<file path="src/rtl/addsub_serial_pkg.sv">
// rtl/addsub_serial_pkg.sv - shared FSM encodings and sizing helper for addsub_serial
// Purpose : state encodings for the digit-serial adder FSM and a clog2 helper
//           used to size the digit counter.
// Ports   : none (package).
package addsub_serial_pkg;

    localparam logic [1:0] ST_IDLE = 2'd0;
    localparam logic [1:0] ST_RUN  = 2'd1;
    localparam logic [1:0] ST_DONE = 2'd2;

    // Returns at least 1 so a single-digit configuration still gets a
    // one-bit counter instead of a zero-width vector.
    function automatic int clog2(input int value);
        int r;
        r = 0;
        for (int i = 0; i < 32; i++) begin
            if ((1 << r) < value) begin
                r = r + 1;
            end
        end
        return (r < 1) ? 1 : r;
    endfunction

endpackage

</file>
<file path="src/rtl/addsub_digit.sv">
// rtl/addsub_digit.sv - combinational DIGIT-bit add/subtract ripple slice
// Purpose : one digit of the serial adder; B is inverted when sel=1 and the
//           caller supplies the carry (initialised to sel for subtract).
// Ports   : a, b      digit operands
//           cin       carry into bit 0
//           sel       0 = add, 1 = subtract
//           sum       digit result
//           co        carry out of the top bit
//           c_msb_in  carry into the top bit (for signed overflow)
module addsub_digit #(
    parameter int DIGIT = 8
) (
    input  logic [DIGIT-1:0] a,
    input  logic [DIGIT-1:0] b,
    input  logic             cin,
    input  logic             sel,
    output logic [DIGIT-1:0] sum,
    output logic             co,
    output logic             c_msb_in
);

    logic [DIGIT:0]   c;
    logic [DIGIT-1:0] bx;

    always_comb begin
        bx   = b ^ {DIGIT{sel}};
        sum  = '0;
        c    = '0;
        c[0] = cin;
        for (int i = 0; i < DIGIT; i++) begin
            sum[i]   = a[i] ^ bx[i] ^ c[i];
            c[i + 1] = (a[i] & bx[i]) | (a[i] & c[i]) | (bx[i] & c[i]);
        end
    end

    assign co       = c[DIGIT];
    assign c_msb_in = c[DIGIT-1];

endmodule

</file>
<file path="src/rtl/addsub_serial.sv">
// rtl/addsub_serial.sv - digit-serial two's-complement adder/subtractor
// Purpose : computes A+B or A-B over WIDTH/DIGIT clocks under a start/done
//           handshake and registers carry, signed overflow and zero flags.
// Ports   : clk, rst          clock, synchronous active-high reset
//           start             request, honoured in IDLE or DONE
//           A, B, sel         operands and op (0 add, 1 subtract)
//           busy              digits in progress
//           done              one-cycle result-valid pulse
//           sum, co, ovf, zero result and flags
module addsub_serial
    import addsub_serial_pkg::*;
#(
    parameter int WIDTH = 32,
    parameter int DIGIT = 8
) (
    input  logic             clk,
    input  logic             rst,
    input  logic             start,
    input  logic [WIDTH-1:0] A,
    input  logic [WIDTH-1:0] B,
    input  logic             sel,
    output logic             busy,
    output logic             done,
    output logic [WIDTH-1:0] sum,
    output logic             co,
    output logic             ovf,
    output logic             zero
);

    localparam int N  = WIDTH / DIGIT;
    localparam int KW = clog2(N);
    localparam logic [KW-1:0] K_LAST = KW'(N - 1);

    logic [1:0]       state;
    logic [KW-1:0]    k;
    logic             carry;
    logic             sel_q;
    logic [WIDTH-1:0] a_q;
    logic [WIDTH-1:0] b_q;

    int               base;
    logic [DIGIT-1:0] a_dig;
    logic [DIGIT-1:0] b_dig;
    logic [DIGIT-1:0] d_sum;
    logic             d_co;
    logic             d_cmsb;
    logic [WIDTH-1:0] sum_next;

    // Digit mux: k selects which slice of the latched operands feeds the slice.
    always_comb begin
        base  = int'(k) * DIGIT;
        a_dig = a_q[base +: DIGIT];
        b_dig = b_q[base +: DIGIT];
    end

    addsub_digit #(.DIGIT(DIGIT)) u_digit (
        .a        (a_dig),
        .b        (b_dig),
        .cin      (carry),
        .sel      (sel_q),
        .sum      (d_sum),
        .co       (d_co),
        .c_msb_in (d_cmsb)
    );

    // Sum as it will look after this step; zero is judged on the full result.
    always_comb begin
        sum_next = sum;
        sum_next[base +: DIGIT] = d_sum;
    end

    assign busy = (state == ST_RUN);
    assign done = (state == ST_DONE);

    always_ff @(posedge clk) begin
        if (rst) begin
            state <= ST_IDLE;
            k     <= '0;
            carry <= 1'b0;
            sel_q <= 1'b0;
            a_q   <= '0;
            b_q   <= '0;
            sum   <= '0;
            co    <= 1'b0;
            ovf   <= 1'b0;
            zero  <= 1'b0;
        end else begin
            case (state)
                ST_IDLE, ST_DONE: begin
                    if (start) begin
                        a_q   <= A;
                        b_q   <= B;
                        sel_q <= sel;
                        carry <= sel;   // +1 of the two's-complement negate
                        k     <= '0;
                        state <= ST_RUN;
                    end else begin
                        state <= ST_IDLE;
                    end
                end
                ST_RUN: begin
                    sum   <= sum_next;
                    carry <= d_co;
                    if (k == K_LAST) begin
                        co    <= d_co;
                        ovf   <= d_co ^ d_cmsb;
                        zero  <= (sum_next == '0);
                        k     <= '0;
                        state <= ST_DONE;
                    end else begin
                        k <= k + KW'(1);
                    end
                end
                default: state <= ST_IDLE;
            endcase
        end
    end

endmodule

</file>
<file path="config.mk">
export PLATFORM = sky130hd
export DESIGN_NAME = addsub_serial
export DESIGN_NICKNAME = d
export VERILOG_FILES = /design/src/rtl/addsub_serial_pkg.sv /design/src/rtl/addsub_digit.sv /design/src/rtl/addsub_serial.sv
export SDC_FILE = /design/constraint.sdc
export NUM_CORES = 1
export LEC_CHECK = 0
export ABC_AREA = 1
export BUFFER_PORTS_ARGS = -buffer_cell sky130_fd_sc_hd__buf_2
export CAP_MARGIN = 10
export CORE_UTILIZATION = 28
export CTS_CLUSTER_SIZE = 12
export DETAILED_ROUTE_END_ITERATION = 16
export PLACE_DENSITY_LB_ADDON = 0.3
export SLEW_MARGIN = 30
export SYNTH_ARGS = -nofsm -noshare
export SYNTH_HDL_FRONTEND = slang
export SYNTH_SLANG_ARGS = --single-unit
</file>
<file path="constraint.sdc">
create_clock -name clk -period 5.22 [get_ports clk]
set_clock_uncertainty 0.15 [all_clocks]
set_input_delay 0.783 -clock clk [delete_from_list [all_inputs] [get_ports clk]]
set_output_delay 0.783 -clock clk [all_outputs]
set_load 0.03 [all_outputs]
</file>
### After elaboration in Yosys (flattened, before gate mapping)

Index checks and enable logic that the tools add are counted.

| cells by class | value |
|---|---|
| add/sub/neg operators | 2 |
| equality and inequality tests | 5 |
| shifts and indexed selects | 4 |
| multiplexer cells | 9 |
| bitwise operators | 58 |
| reduce and logical (&&, ||, !) cells | 7 |

Operators by type and width:

| kind | count |
|---|---|
| $shiftx A32 B6 Y8 | 2 |
| $neg A5 Y33 | 1 |
| $shift A8 B33 Y32 const A | 1 |
| $shiftx A8 B33 Y32 | 1 |
| $bwmux W32 | 1 |
| $logic_not A32 Y1 | 1 |
| $and A1 B1 Y1 | 24 |
| $xor A1 B1 Y1 | 17 |
| $or A1 B1 Y1 | 16 |
| $pmux W2 S2 | 2 |
| $xor A8 B8 Y8 | 1 |
| $mux W2 | 3 |
| $reduce_and A2 Y1 | 3 |
| $eq A2 B2 Y1 const B | 2 |
| $add A2 B1 Y2 const B | 1 |
| $eq A2 B1 Y1 const B | 1 |
| $logic_not A2 Y1 | 1 |
| $mux W1 | 2 |
| $ne A2 B1 Y1 const B | 1 |
| $ne A2 B2 Y1 const B | 1 |
| $pmux W1 S2 | 1 |
| $reduce_bool A2 Y1 | 1 |
| $reduce_or A2 Y1 | 1 |

| word-level totals | value |
|---|---|
| register bits | 105 |
| bits of input ports | 68 |
| output and inout bits | 37 |
| logic and storage cells | 95 |

### Longest topological paths before layout

Gate-level depths: netlist (run 1).

| logic depth | value |
|---|---|
| depth after elaboration | 27 |
| gate-level depth with buffers | 24 |
| gate-level depth less buffers | 22 |

### Cells and area by module

A second synthesis (run 1) with hierarchy kept.

| unflattened totals | value |
|---|---|
| cell total of the unflattened synthesis | 788 |
| area, all modules | 5311.3 um2 |

Modules (own cells, without submodules):

| module | times used | cells each | area an instance (um2) | sequential area each (um2) |
|---|---|---|---|---|
| addsub_serial | 1 | 749 | 4984.8 | 2102.0 |
| addsub_digit | 1 | 39 | 326.6 | 0.0 |

### Least setup slack after synthesis (run 1)

OpenSTA, ideal clock, no wires.

| timing path | value |
|---|---|
| kind | register -> register |
| from | register k[0] |
| to | register zero |
| setup time | 0.071 ns |
| arrival time | 4.754 ns |
| required time | 4.999 ns |
| path slack | 0.245 ns |
| stages on the path, launching flop included | 25 |
| path buffers | 3 |
| period minus slack after synthesis | 4.975 ns |
| cells stage by stage | dfxtp_1 buf_4 buf_2 buf_2 o21ai_0 o22ai_1 xor2_1 fa_1 fa_1 inv_1 fa_1 fa_1 fa_1 fa_1 fa_1 fa_1 nand3_2 nor2_1 nor2_1 nand2_1 nor2_1 nand2_1 nor2_1 nand3_1 a21oi_1 |

| on the way | value |
|---|---|
| longest elaborated chain between the ends | 27 |
| elaborated cells on any way between the ends | 61 |
| those cells by class | add/sub (1); eq/ne (1); shift (4); mux (1); bitwise (52); reduce/logical (2) |

Ends and longest elaborated chain:

| element | RTL line | source |
|---|---|---|
| from (decl) | addsub_serial.sv:35 | `logic [KW-1:0] k;` |
| from (signal assigned) | addsub_serial.sv:111 | `k <= k + KW'(1);` |
| $shiftx A32 B6 Y8 | addsub_serial.sv:53 | `b_dig = b_q[base +: DIGIT];` |
| $xor A8 B8 Y8 | addsub_digit.sv:26 | `bx = b ^ {DIGIT{sel}};` |
| $and A1 B1 Y1 | addsub_digit.sv:32 | `c[i + 1] = (a[i] & bx[i]) \| (a[i] & c[i]) \| (bx[i] & c[i]);` |
| $or A1 B1 Y1 (2 in series) | addsub_digit.sv:32 |  |
| $and A1 B1 Y1 | addsub_digit.sv:32 |  |
| $or A1 B1 Y1 (2 in series) | addsub_digit.sv:32 |  |
| $and A1 B1 Y1 | addsub_digit.sv:32 |  |
| $or A1 B1 Y1 (2 in series) | addsub_digit.sv:32 |  |
| (+6 left out) | n/a |  |
| $and A1 B1 Y1 | addsub_digit.sv:32 |  |
| $or A1 B1 Y1 (2 in series) | addsub_digit.sv:32 |  |
| $and A1 B1 Y1 | addsub_digit.sv:32 |  |
| $or A1 B1 Y1 (2 in series) | addsub_digit.sv:32 |  |
| $xor A1 B1 Y1 | addsub_digit.sv:31 | `sum[i] = a[i] ^ bx[i] ^ c[i];` |
| $shiftx A8 B33 Y32 | addsub_serial.sv:69 | `sum_next[base +: DIGIT] = d_sum;` |
| $bwmux W32 | addsub_serial.sv:69 |  |
| $logic_not A32 Y1 | addsub_serial.sv:107 | `zero <= (sum_next == '0);` |
| to (signal assigned) | addsub_serial.sv:107 |  |
| to (decl) | addsub_serial.sv:27 | `output logic zero` |

Several ways; a longest one is shown, not always the timed one.
A chain may end at the register's enable or synchronous reset.

### Final worst setup path (run 1)

Ends and elaborated chain as after synthesis.

==> metrics, run 1 <==
EDFF count, synth=0; Sequential Area=2110 sq um; synth unique cells=30; type of the worst min-delay path=reg -> reg; type of the worst setup path=reg -> reg; post-synthesis sequential area ratio=41.2%; Slew Viols, Final=0; # Max-Cap Violations=0; most used cell along the critical path=fa_1; most common cell after layout, fill and taps aside=nor2_1; synthesized net count=819; run status=complete, no violations; Avg Inst Size Synth=6.92 sq um; H-tree depth reported by CTS=3; Max-slew headroom=53.7%; Layout fillers=1939; Req. time, crit path=5.30 ns; aggregate global-route resource usage=16.3%; number of warnings issued by yosys=0; cell at the root of the clock tree=clkbuf_16; delay of the slowest cell on the worst path=0.59 ns; Placement Rows=48; area of the core=17500 sq um; Highest Clock Rate=205 MHz; kind of capture point of the worst setup path=register; clock-pin slew reported for the worst setup and hold paths after clock tree synthesis=0.07 ns; number of global-route vias before repair=4509; final RePlAce weighted congestion=0.825; overall routed net length=14.3 mm; worst-path fanout max=15; static leakage power=2.87 nW; number of DRC violations after detailed routing=0; top cell type's share of synthesized area=41.2%; PD cells=349 nW/um^2; count of antenna diodes in the layout=0; leading register cell type out of synthesis=dfxtp_1; Die Wd=137 microns; shortest period the worst path allows=4.88 ns; number of buffers inserted during clock tree synthesis=9; Synth Cell Area=5100 sq um; worst endpoint data arrival time=4.96 ns; count of final hold-check violations=0; Total Negative Setup Slacks=0 ns; initial detailed-routing violation count=325; remaining antenna violation count=0; cell taking the most area after synthesis=dfxtp_1; final std cell area, no fill=6090 sq um; instance area at placement=5790 sq um; clock sink count=105; Power, Total=2.12 mW; instance count of the mapped netlist=737; area delta synth->final=19.5%; transition at the pin with the smallest max-transition slack=0.690 ns; area occupied by multi-input gates=2530 sq um; vertical die dimension=137 microns; count of hold-fix buffers inserted at cts=0; most area-consuming cells after synthesis=dfxtp_1, nor2_1, o21ai_0, inv_1, nand2_1; share of the clock period used by the worst path after layout=93.5%; clock latency on the worst-skew pair=0.37 ns; initial cell density of the core=29.1%; global-route wire length before repair=23.3 mm; IR Drop Worst-Case VDD=0.187 mV; largest net degree at the start of global routing=70; sum of net half-perimeters after detailed placement=10.7 mm; share of cells above drive strength 1=17.7%; Total Die Area=18800 sq um; number of storage elements in the synthesis netlist=105; number of antenna violations at the first check in global routing=0; Critical Path Start Type=register; number of setup violations in the final report=0; clock buffer depth=2; remaining global-route overflow=0; count of nets after finishing=901; number of search-and-repair iterations in the first detailed-routing pass=5; unrepaired setup endpoints after global routing=no; number of buffers inserted by port buffering=104; routed via count=4818; cell breakdown of the critical path=inv_6, nor2_1, o22ai_1, xor2_1, fa_1, fa_1, inv_1, fa_1, fa_1, fa_1, fa_1, fa_1, fa_2, nand3_1, o21ai_0, nor2_1, nand3_1, nor2_1, nand3_1, a21oi_1; proportion of register bits with asynchronous set or reset after synthesis=0%; Routed wire per std cell=13.7 microns; commonest cells after routing, fill and taps aside=nor2_1, o21ai_0, buf_2, dfxtp_1, inv_1; smallest hold slack=0.319 ns; Worst path slowest cell=fa_2; CTS tree=yes; number of top-level design ports=105; routed vias/inst=4.59
==> registers in the layout (all words and copies together), names as in the netlist <==
register and count:
a_q 32, b_q 32, sel_q 1, carry 1, k 2, sum 32
ovf 1, zero 1, co 1, state 2
==> metrics by stage <==
stage	cells	setup WS (ns)	utilization, %
finish	1049	0.342	34.7
global route	1049	0.0360	34.7
CTS	1049	0.226	34.6
detailed placement	1033	0.230	33.0
global placement	1033	0.287	33.0
floorplan	737	0.245	-
==> critical path: cells and delay by family (launching register included) <==
kind | cells | cell delay, ns
buffers and inverters | 2 | 0.17
xor gates and xnor gates | 1 | 0.20
and+or+nand+nor | 6 | 0.42
DFF | 1 | 0.38
AOI/OAI and AO/OA | 3 | 0.46
adders and majority gates | 8 | 2.97
==> cell type report <==
type / count / area share, %
Clock buffer: 11 / 3.82
Sequential cell: 105 / 34.6
Clock inverter: 5 / 0.801
Inverter: 70 / 4.40
Tap cell: 225 / 4.62
Timing Repair Buffer: 117 / 10.3
Multi-Input combinational cell: 516 / 41.5
==> path summary, 6_finish.rpt <==
| kind | start | endpoint | slack (ns) | cells past startpoint |
|---|---|---|---|---|
| worst max register to register | k[0] | zero | 0.34 | 20 |
| worst max-delay path | k[0] | zero | 0.34 | 20 |
| worst min-delay path | co | co | 0.32 | 2 |
| worst min register to register | co | co | 0.32 | 2 |
==> logic make-up after synthesis <==
group / share of synthesized area (%)
fa+ha+maj: 4.61
simple gates: 23.5
flops: 41.2
compound gates: 19.9
xor+xnor: 1.55
buf+inv: 9.23
==> layer usage <==
layer	GRT usage, %	routed length, microns	share of wire (%)	vias to the layer above
met1	21.6	6990	49	2165
met4	4.27	191	1.3	0
met5	0	0	0	-
met2	26.4	6520	45	104
li1	-	-	-	2533
met3	3.89	652	4.5	16
==> cells in the mapped netlist, drive strengths merged, types with 6 or more instances <==
cell,number
dfxtp,105
xor2,8
buf,23
o211ai,9
nor2,224
nand2,57
o22ai,20
nand3,22
o21ai,128
inv,69
fa,8
ha,6
a21oi,24
clkbuf,23
==> power by group <==
| part | leakage [nW] | internal (mW) | switching (mW) |
|---|---|---|---|
| Combinational | 1.86 | 0.196 | 0.356 |
| Clock | 0.138 | 0.333 | 0.325 |
| Sequential | 0.869 | 0.869 | 0.0455 |
| Total | 2.87 | 1.40 | 0.726 |
==> timing repair <==
| action | 4_1_cts | 5_1_grt |
|---|---|---|
| setup endpoints to repair | 0 | 1 |
| gates resized for setup | 0 | 11 |
| buffers inserted | 0 | 0 |
| hold endpoints to repair | 0 | 0 |
(Power assumes the default switching activity.)
==> inputs of run 2 (changes only) <==
==> constraint.sdc (replaced) <==
create_clock -name clk -period 5.7 [get_ports clk]
set_clock_uncertainty 0.15 [all_clocks]
set_input_delay 0.855 -clock clk [delete_from_list [all_inputs] [get_ports clk]]
set_output_delay 0.855 -clock clk [all_outputs]
set_load 0.03 [all_outputs]
==> metrics, run 2 (same netlist as run 1, synthesis figures left out) <==
initial cell density of the core=29.1% (unchanged); shortest period the worst path allows=5.16 ns (was 4.88 ns); cell breakdown of the critical path=buf_4, buf_4, nor2_1, o22ai_1, xor2_1, fa_1, inv_1, fa_1, fa_1, fa_1, fa_1, fa_1, fa_1, nand3_1, o21ai_0, nor2_1, nand3_1, nor2_1, nand3_1, a21oi_1 (was inv_6, nor2_1, o22ai_1, xor2_1, fa_1, fa_1, inv_1, fa_1, fa_1, fa_1, fa_1, fa_1, fa_2, nand3_1, o21ai_0, nor2_1, nand3_1, nor2_1, nand3_1, a21oi_1); count of hold-fix buffers inserted at cts=0 (unchanged); static leakage power=2.84 nW (was 2.87 nW); sum of net half-perimeters after detailed placement=10.7 mm (about the same); clock latency on the worst-skew pair=0.36 ns (was 0.37 ns); Highest Clock Rate=194 MHz (was 205 MHz); H-tree depth reported by CTS=3 (unchanged); launching instance or port of the critical path=k[0] (unchanged); most congested layer reported by global routing=met2 (unchanged); run status=complete, no violations (unchanged); number of antenna violations at the first check in global routing=0 (unchanged); delay of the slowest cell on the worst path=0.59 ns (about the same); Req. time, crit path=5.76 ns (was 5.30 ns); largest net degree at the start of global routing=70 (unchanged); IR Drop Worst-Case VDD=0.154 mV (was 0.187 mV); Max-slew headroom=42.3% (was 53.7%); # Max-Cap Violations=0 (unchanged); cell at the root of the clock tree=clkbuf_16 (unchanged); unrepaired setup endpoints after global routing=no (unchanged); crit-path leading delay family=adder cells (unchanged); worst-path fanout max=30 (was 15); kind of capture point of the worst setup path=register (unchanged); area of the core=17500 sq um (unchanged); CTS tree=yes (unchanged); global-route met3 utilization=3.41% (was 3.89%); Worst path slowest cell=fa_1 (was fa_2); count of antenna diodes in the layout=0 (unchanged); transition at the pin with the smallest max-transition slack=0.860 ns (was 0.690 ns); Routed wire per std cell=13.8 microns (was 13.7 microns); type of the worst setup path=reg -> reg (unchanged); startpoint of the worst register-to-register path=k[0] (unchanged); remaining antenna violation count=0 (unchanged); Total Negative Setup Slacks=0 ns (unchanged); number of search-and-repair iterations in the first detailed-routing pass=4 (was 5); share of the clock period used by the worst path after layout=90.5% (was 93.5%); vertical die dimension=137 microns (unchanged); Critical Path Start Type=register (unchanged); initial detailed-routing violation count=324 (was 325); overall routed net length=14.4 mm (was 14.3 mm); final RePlAce weighted congestion=0.846 (was 0.825); Placement Rows=48 (unchanged); number of buffers inserted by port buffering=104 (unchanged); remaining global-route overflow=0 (unchanged); hold_sp=co (unchanged); most common cell after layout, fill and taps aside=nor2_1 (unchanged); routed vias/inst=4.60 (was 4.59); buffer count from post-CTS setup fixing=0 (unchanged); Die Wd=137 microns (unchanged); most used cell along the critical path=fa_1 (unchanged); Slew Viols, Final=0 (unchanged); area delta synth->final=18.7% (was 19.5%); met2 layer usage reported by global route=26.5% (was 26.4%); number of top-level design ports=105 (unchanged); Top Registers=a_q x32, b_q x32, sum x32 (unchanged); count of final hold-check violations=0 (unchanged); post-placement cell count=1029 (was 1033); clock sink count=105 (unchanged); aggregate global-route resource usage=16.1% (was 16.3%); number of buffer and inverter instances along the worst setup path=3 (was 2); number of global-route vias before repair=4585 (was 4509); Resized cells post-CTS=0 (unchanged); share of cells above drive strength 1=17.0% (was 17.7%); Total Die Area=18800 sq um (unchanged); global-route wire length before repair=23.2 mm (was 23.3 mm); met1 track demand over resource=21.0% (was 21.6%); commonest cells after routing, fill and taps aside=nor2_1, o21ai_0, dfxtp_1, buf_2, inv_1 (was nor2_1, o21ai_0, buf_2, dfxtp_1, inv_1); number of buffers inserted during clock tree synthesis=9 (unchanged); number of DRC violations after detailed routing=0 (unchanged); clock buffer depth=2 (unchanged); Post-Layout Cell Count=1045 (was 1049); type of the worst min-delay path=reg -> reg (unchanged); count of nets after finishing=897 (was 901); clock-pin slew reported for the worst setup and hold paths after clock tree synthesis=0.07 ns (about the same); number of setup violations in the final report=0 (unchanged); routed via count=4811 (was 4818); PD cells=322 nW/um^2 (was 349 nW/um^2); worst endpoint data arrival time=5.22 ns (was 4.96 ns)
==> run 2: cell count changes in the layout (fill, tap and decap cells not counted), sizes merged <==
cell,change
buf,-4
clkinv,-2
clkinvlp,+2
==> run 2: through the flow <==
stage	setup WS (ns)	hold WS (ns)	util [%]	power, mW	cell area (sq um)
2_1_floorplan	0.725	0.300	-	1.20	5100
3_3_place_gp	0.700	0.314	32.8	1.35	5760
3_5_place_dp	0.568	0.309	32.8	1.36	5760
4_1_cts	0.564	0.321	34.5	1.96	6050
5_1_grt	0.147	0.344	34.5	2.07	6050
6_report	0.540	0.316	34.5	1.95	6050
==> run 2: routing by layer <==
layer / wire [microns] / share of wire [%]
met5: 0 / 0
met4: 227 / 1.6
met2: 6580 / 46
met1: 6890 / 48
met3: 676 / 4.7
==> run 2: where the power goes <==
| group | switching (mW) | internal [mW] |
|---|---|---|
| Combinational | 0.325 | 0.175 |
| Sequential | 0.0412 | 0.796 |
| Clock | 0.292 | 0.317 |
==> run 2: layout make-up <==
class | count | area [sq um]
Fill cell | 1974 | 11500
Multi-Input combinational cell | 516 | 2530
Sequential cell | 105 | 2100
Timing Repair Buffer | 113 | 588
Tap cell | 225 | 282
Inverter | 70 | 263
Clock buffer | 11 | 243
Clock inverter | 5 | 46.3
==> run 2: worst paths after layout <==
path / end / slack, ns / cells past startpoint
min reg2reg: co / 0.32 / 2
max reg2reg: zero / 0.54 / 20
min: co / 0.32 / 2
max: zero / 0.54 / 20
==> run 2: tightest hold or removal path, cell delays in order, from the launching register on <==
cell	delay, ns
dfxtp_1	0.31
nand3_1	0.07
nand2_1	0.05
==> inputs of run 3 (changes only) <==
--- a/config.mk
+++ b/config.mk
@@ -8,6 +8,8 @@
 export ABC_AREA = 1
 export BUFFER_PORTS_ARGS = -buffer_cell sky130_fd_sc_hd__buf_2
 export CAP_MARGIN = 10
+export CELL_PAD_IN_SITES_DETAIL_PLACEMENT = 1
+export CELL_PAD_IN_SITES_GLOBAL_PLACEMENT = 2
 export CORE_UTILIZATION = 28
 export CTS_CLUSTER_SIZE = 12
 export DETAILED_ROUTE_END_ITERATION = 16
==> metrics, run 3 (same netlist as run 1, synthesis figures left out) <==
type of the worst min-delay path=reg -> reg (unchanged); final RePlAce weighted congestion=0.851 (was 0.846); global-route met3 utilization=3.15% (was 3.41%); clock-pin slew reported for the worst setup and hold paths after clock tree synthesis=0.08 ns (was 0.07 ns); crit-path leading delay family=adder cells (unchanged); count of antenna diodes in the layout=0 (unchanged); Worst path slowest cell=fa_1 (unchanged); most common cell after layout, fill and taps aside=nor2_1 (unchanged); clock latency on the worst-skew pair=0.36 ns (about the same); Sequential Area=2100 sq um (unchanged); sum of net half-perimeters after detailed placement=12.6 mm (was 10.7 mm); number of antenna violations at the first check in global routing=0 (unchanged); remaining antenna violation count=0 (unchanged); clock buffer depth=2 (unchanged); H-tree depth reported by CTS=3 (unchanged); Resized cells post-CTS=0 (unchanged); met1 track demand over resource=22.7% (was 21.0%); transition at the pin with the smallest max-transition slack=0.864 ns (was 0.860 ns); kind of capture point of the worst setup path=register (unchanged); share of cells above drive strength 1=17.3% (was 17.0%); Slew Viols, Final=0 (unchanged); Layout fillers=2221 (was 1974); CTS tree=yes (unchanged); area delta synth->final=19.5% (was 18.7%); hold_sp=co (unchanged); vertical die dimension=137 microns (unchanged); count of final hold-check violations=0 (unchanged); share of the clock period used by the worst path after layout=89.3% (was 90.5%); IR Drop Worst-Case VDD=0.197 mV (was 0.154 mV); Max-slew headroom=42.3% (about the same); area occupied by multi-input gates=2530 sq um (about the same); number of buffers inserted during clock tree synthesis=9 (unchanged); number of DRC violations after detailed routing=0 (unchanged); area of the core=17500 sq um (unchanged); instance area at placement=5770 sq um (was 5760 sq um); number of setup violations in the final report=0 (unchanged); launching instance or port of the critical path=k[1] (was k[0]); # Max-Cap Violations=0 (unchanged); cell breakdown of the critical path=buf_4, o21ai_0, o22ai_1, xor2_1, fa_1, fa_1, inv_1, fa_1, fa_1, fa_1, fa_1, fa_1, fa_1, nand3_2, nor2_1, nor2_1, nand2_1, nor2_1, nand2_1, nor2_1, nand3_1, a21oi_1 (was buf_4, buf_4, nor2_1, o22ai_1, xor2_1, fa_1, inv_1, fa_1, fa_1, fa_1, fa_1, fa_1, fa_1, nand3_1, o21ai_0, nor2_1, nand3_1, nor2_1, nand3_1, a21oi_1); count of nets after finishing=898 (was 897); most congested layer reported by global routing=met2 (unchanged); Routed wire per std cell=15.7 microns (was 13.8 microns); number of global-route vias before repair=5176 (was 4585); Top Registers=a_q x32, b_q x32, sum x32 (unchanged); number of search-and-repair iterations in the first detailed-routing pass=5 (was 4); worst endpoint data arrival time=5.23 ns (was 5.22 ns); delay of the slowest cell on the worst path=0.51 ns (was 0.59 ns); initial cell density of the core=29.1% (unchanged); Post-Layout Cell Count=1046 (was 1045); global-route wire length before repair=26.6 mm (was 23.2 mm); count of hold-fix buffers inserted at cts=0 (unchanged); worst r2r path cells=22 (was 20); routed vias/inst=4.76 (was 4.60); Critical Path Start Type=register (unchanged); type of the worst setup path=reg -> reg (unchanged); post-placement cell count=1030 (was 1029); Die Wd=137 microns (unchanged); Total Negative Setup Slacks=0 ns (unchanged); commonest cells after routing, fill and taps aside=nor2_1, o21ai_0, dfxtp_1, buf_2, inv_1 (unchanged); met2 layer usage reported by global route=32.8% (was 26.5%); worst-path fanout max=18 (was 30); number of top-level design ports=105 (unchanged); Total Die Area=18800 sq um (unchanged); overall routed net length=16.4 mm (was 14.4 mm); slack of the worst reg-to-reg path=0.61 ns (was 0.54 ns); clock sink count=105 (unchanged); Worst Hold Path Cells=2 (unchanged); routed via count=4976 (was 4811); buffer count from post-CTS setup fixing=0 (unchanged); unrepaired setup endpoints after global routing=no (unchanged); Placement Rows=48 (unchanged); startpoint of the worst register-to-register path=k[1] (was k[0]); cell at the root of the clock tree=clkbuf_16 (unchanged); initial detailed-routing violation count=163 (was 324); shortest period the worst path allows=5.09 ns (was 5.16 ns); static leakage power=2.87 nW (was 2.84 nW); final std cell area, no fill=6090 sq um (was 6050 sq um); aggregate global-route resource usage=18.5% (was 16.1%); remaining global-route overflow=0 (unchanged); Highest Clock Rate=196 MHz (was 194 MHz); number of buffer and inverter instances along the worst setup path=2 (was 3); run status=complete, no violations (unchanged); most used cell along the critical path=fa_1 (unchanged); Req. time, crit path=5.84 ns (was 5.76 ns); terminus of the critical flop-to-flop path=zero (unchanged); PD cells=332 nW/um^2 (was 322 nW/um^2); number of buffers inserted by port buffering=104 (unchanged); largest net degree at the start of global routing=66 (was 70); worst hold endpoint=co (unchanged)
[run 3: changes by cell type in the layout (fill, tap and decap cells not counted), sizes merged]
cell | previous run | this run
clkinv | 3 | 5
inv | 70 | 71
clkinvlp | 2 | 0
clkbuf | 11 | 9
buf | 113 | 114
bufinv | 0 | 1
[run 3: metrics by stage]
step | power, mW | setup WS (ns) | hold slack (ns) | utilization, %
final | 2.02 | 0.610 | 0.337 | 34.7
after global placement | 1.36 | 0.784 | 0.324 | 32.9
after floorplan | 1.20 | 0.725 | 0.300 | -
after CTS | 2.05 | 0.616 | 0.346 | 34.7
after detailed placement | 1.37 | 0.633 | 0.327 | 32.9
after global routing | 2.14 | 0.204 | 0.374 | 34.7
[run 3: final cells by class]
class | count | area share [%]
timing repair buffer | 114 | 9.77
clock buffer | 9 | 3.70
tap | 225 | 4.62
inverter | 70 | 4.31
clock inverter | 7 | 1.60
sequential | 105 | 34.5
multi-input combinational | 516 | 41.5
[run 3: worst max-delay path by stage]
| stage | endpoint | slack, ns | cells past startpoint |
|---|---|---|---|
| 2_1_floorplan | zero | 0.73 | 24 |
| 3_3_place_gp | zero | 0.78 | 22 |
| 3_5_place_dp | zero | 0.63 | 22 |
| 4_1_cts | zero | 0.62 | 22 |
| 5_1_grt | zero | 0.20 | 22 |
| 6_report | zero | 0.61 | 22 |
[run 3: power breakdown]
| part | total [mW] | switching [mW] | internal, mW |
|---|---|---|---|
| registers | 0.841 | 0.0457 | 0.796 |
| clock network | 0.668 | 0.314 | 0.354 |
| logic | 0.511 | 0.336 | 0.176 |
| total | 2.02 | 0.695 | 1.33 |
[run 3: layer usage]
layer  vias to the layer above  part of all wire (%)
li1                       2526                     -
met1                      2348                    47
met2                        88                    48
met3                        14                   2.9
met4                         0                   1.4
met5                         -                     0
[run 3: tightest hold or removal path, stage by stage, from the launching register on]
cell and delay [ns]:
dfxtp_1 0.32, nand3_1 0.08, nand2_1 0.05
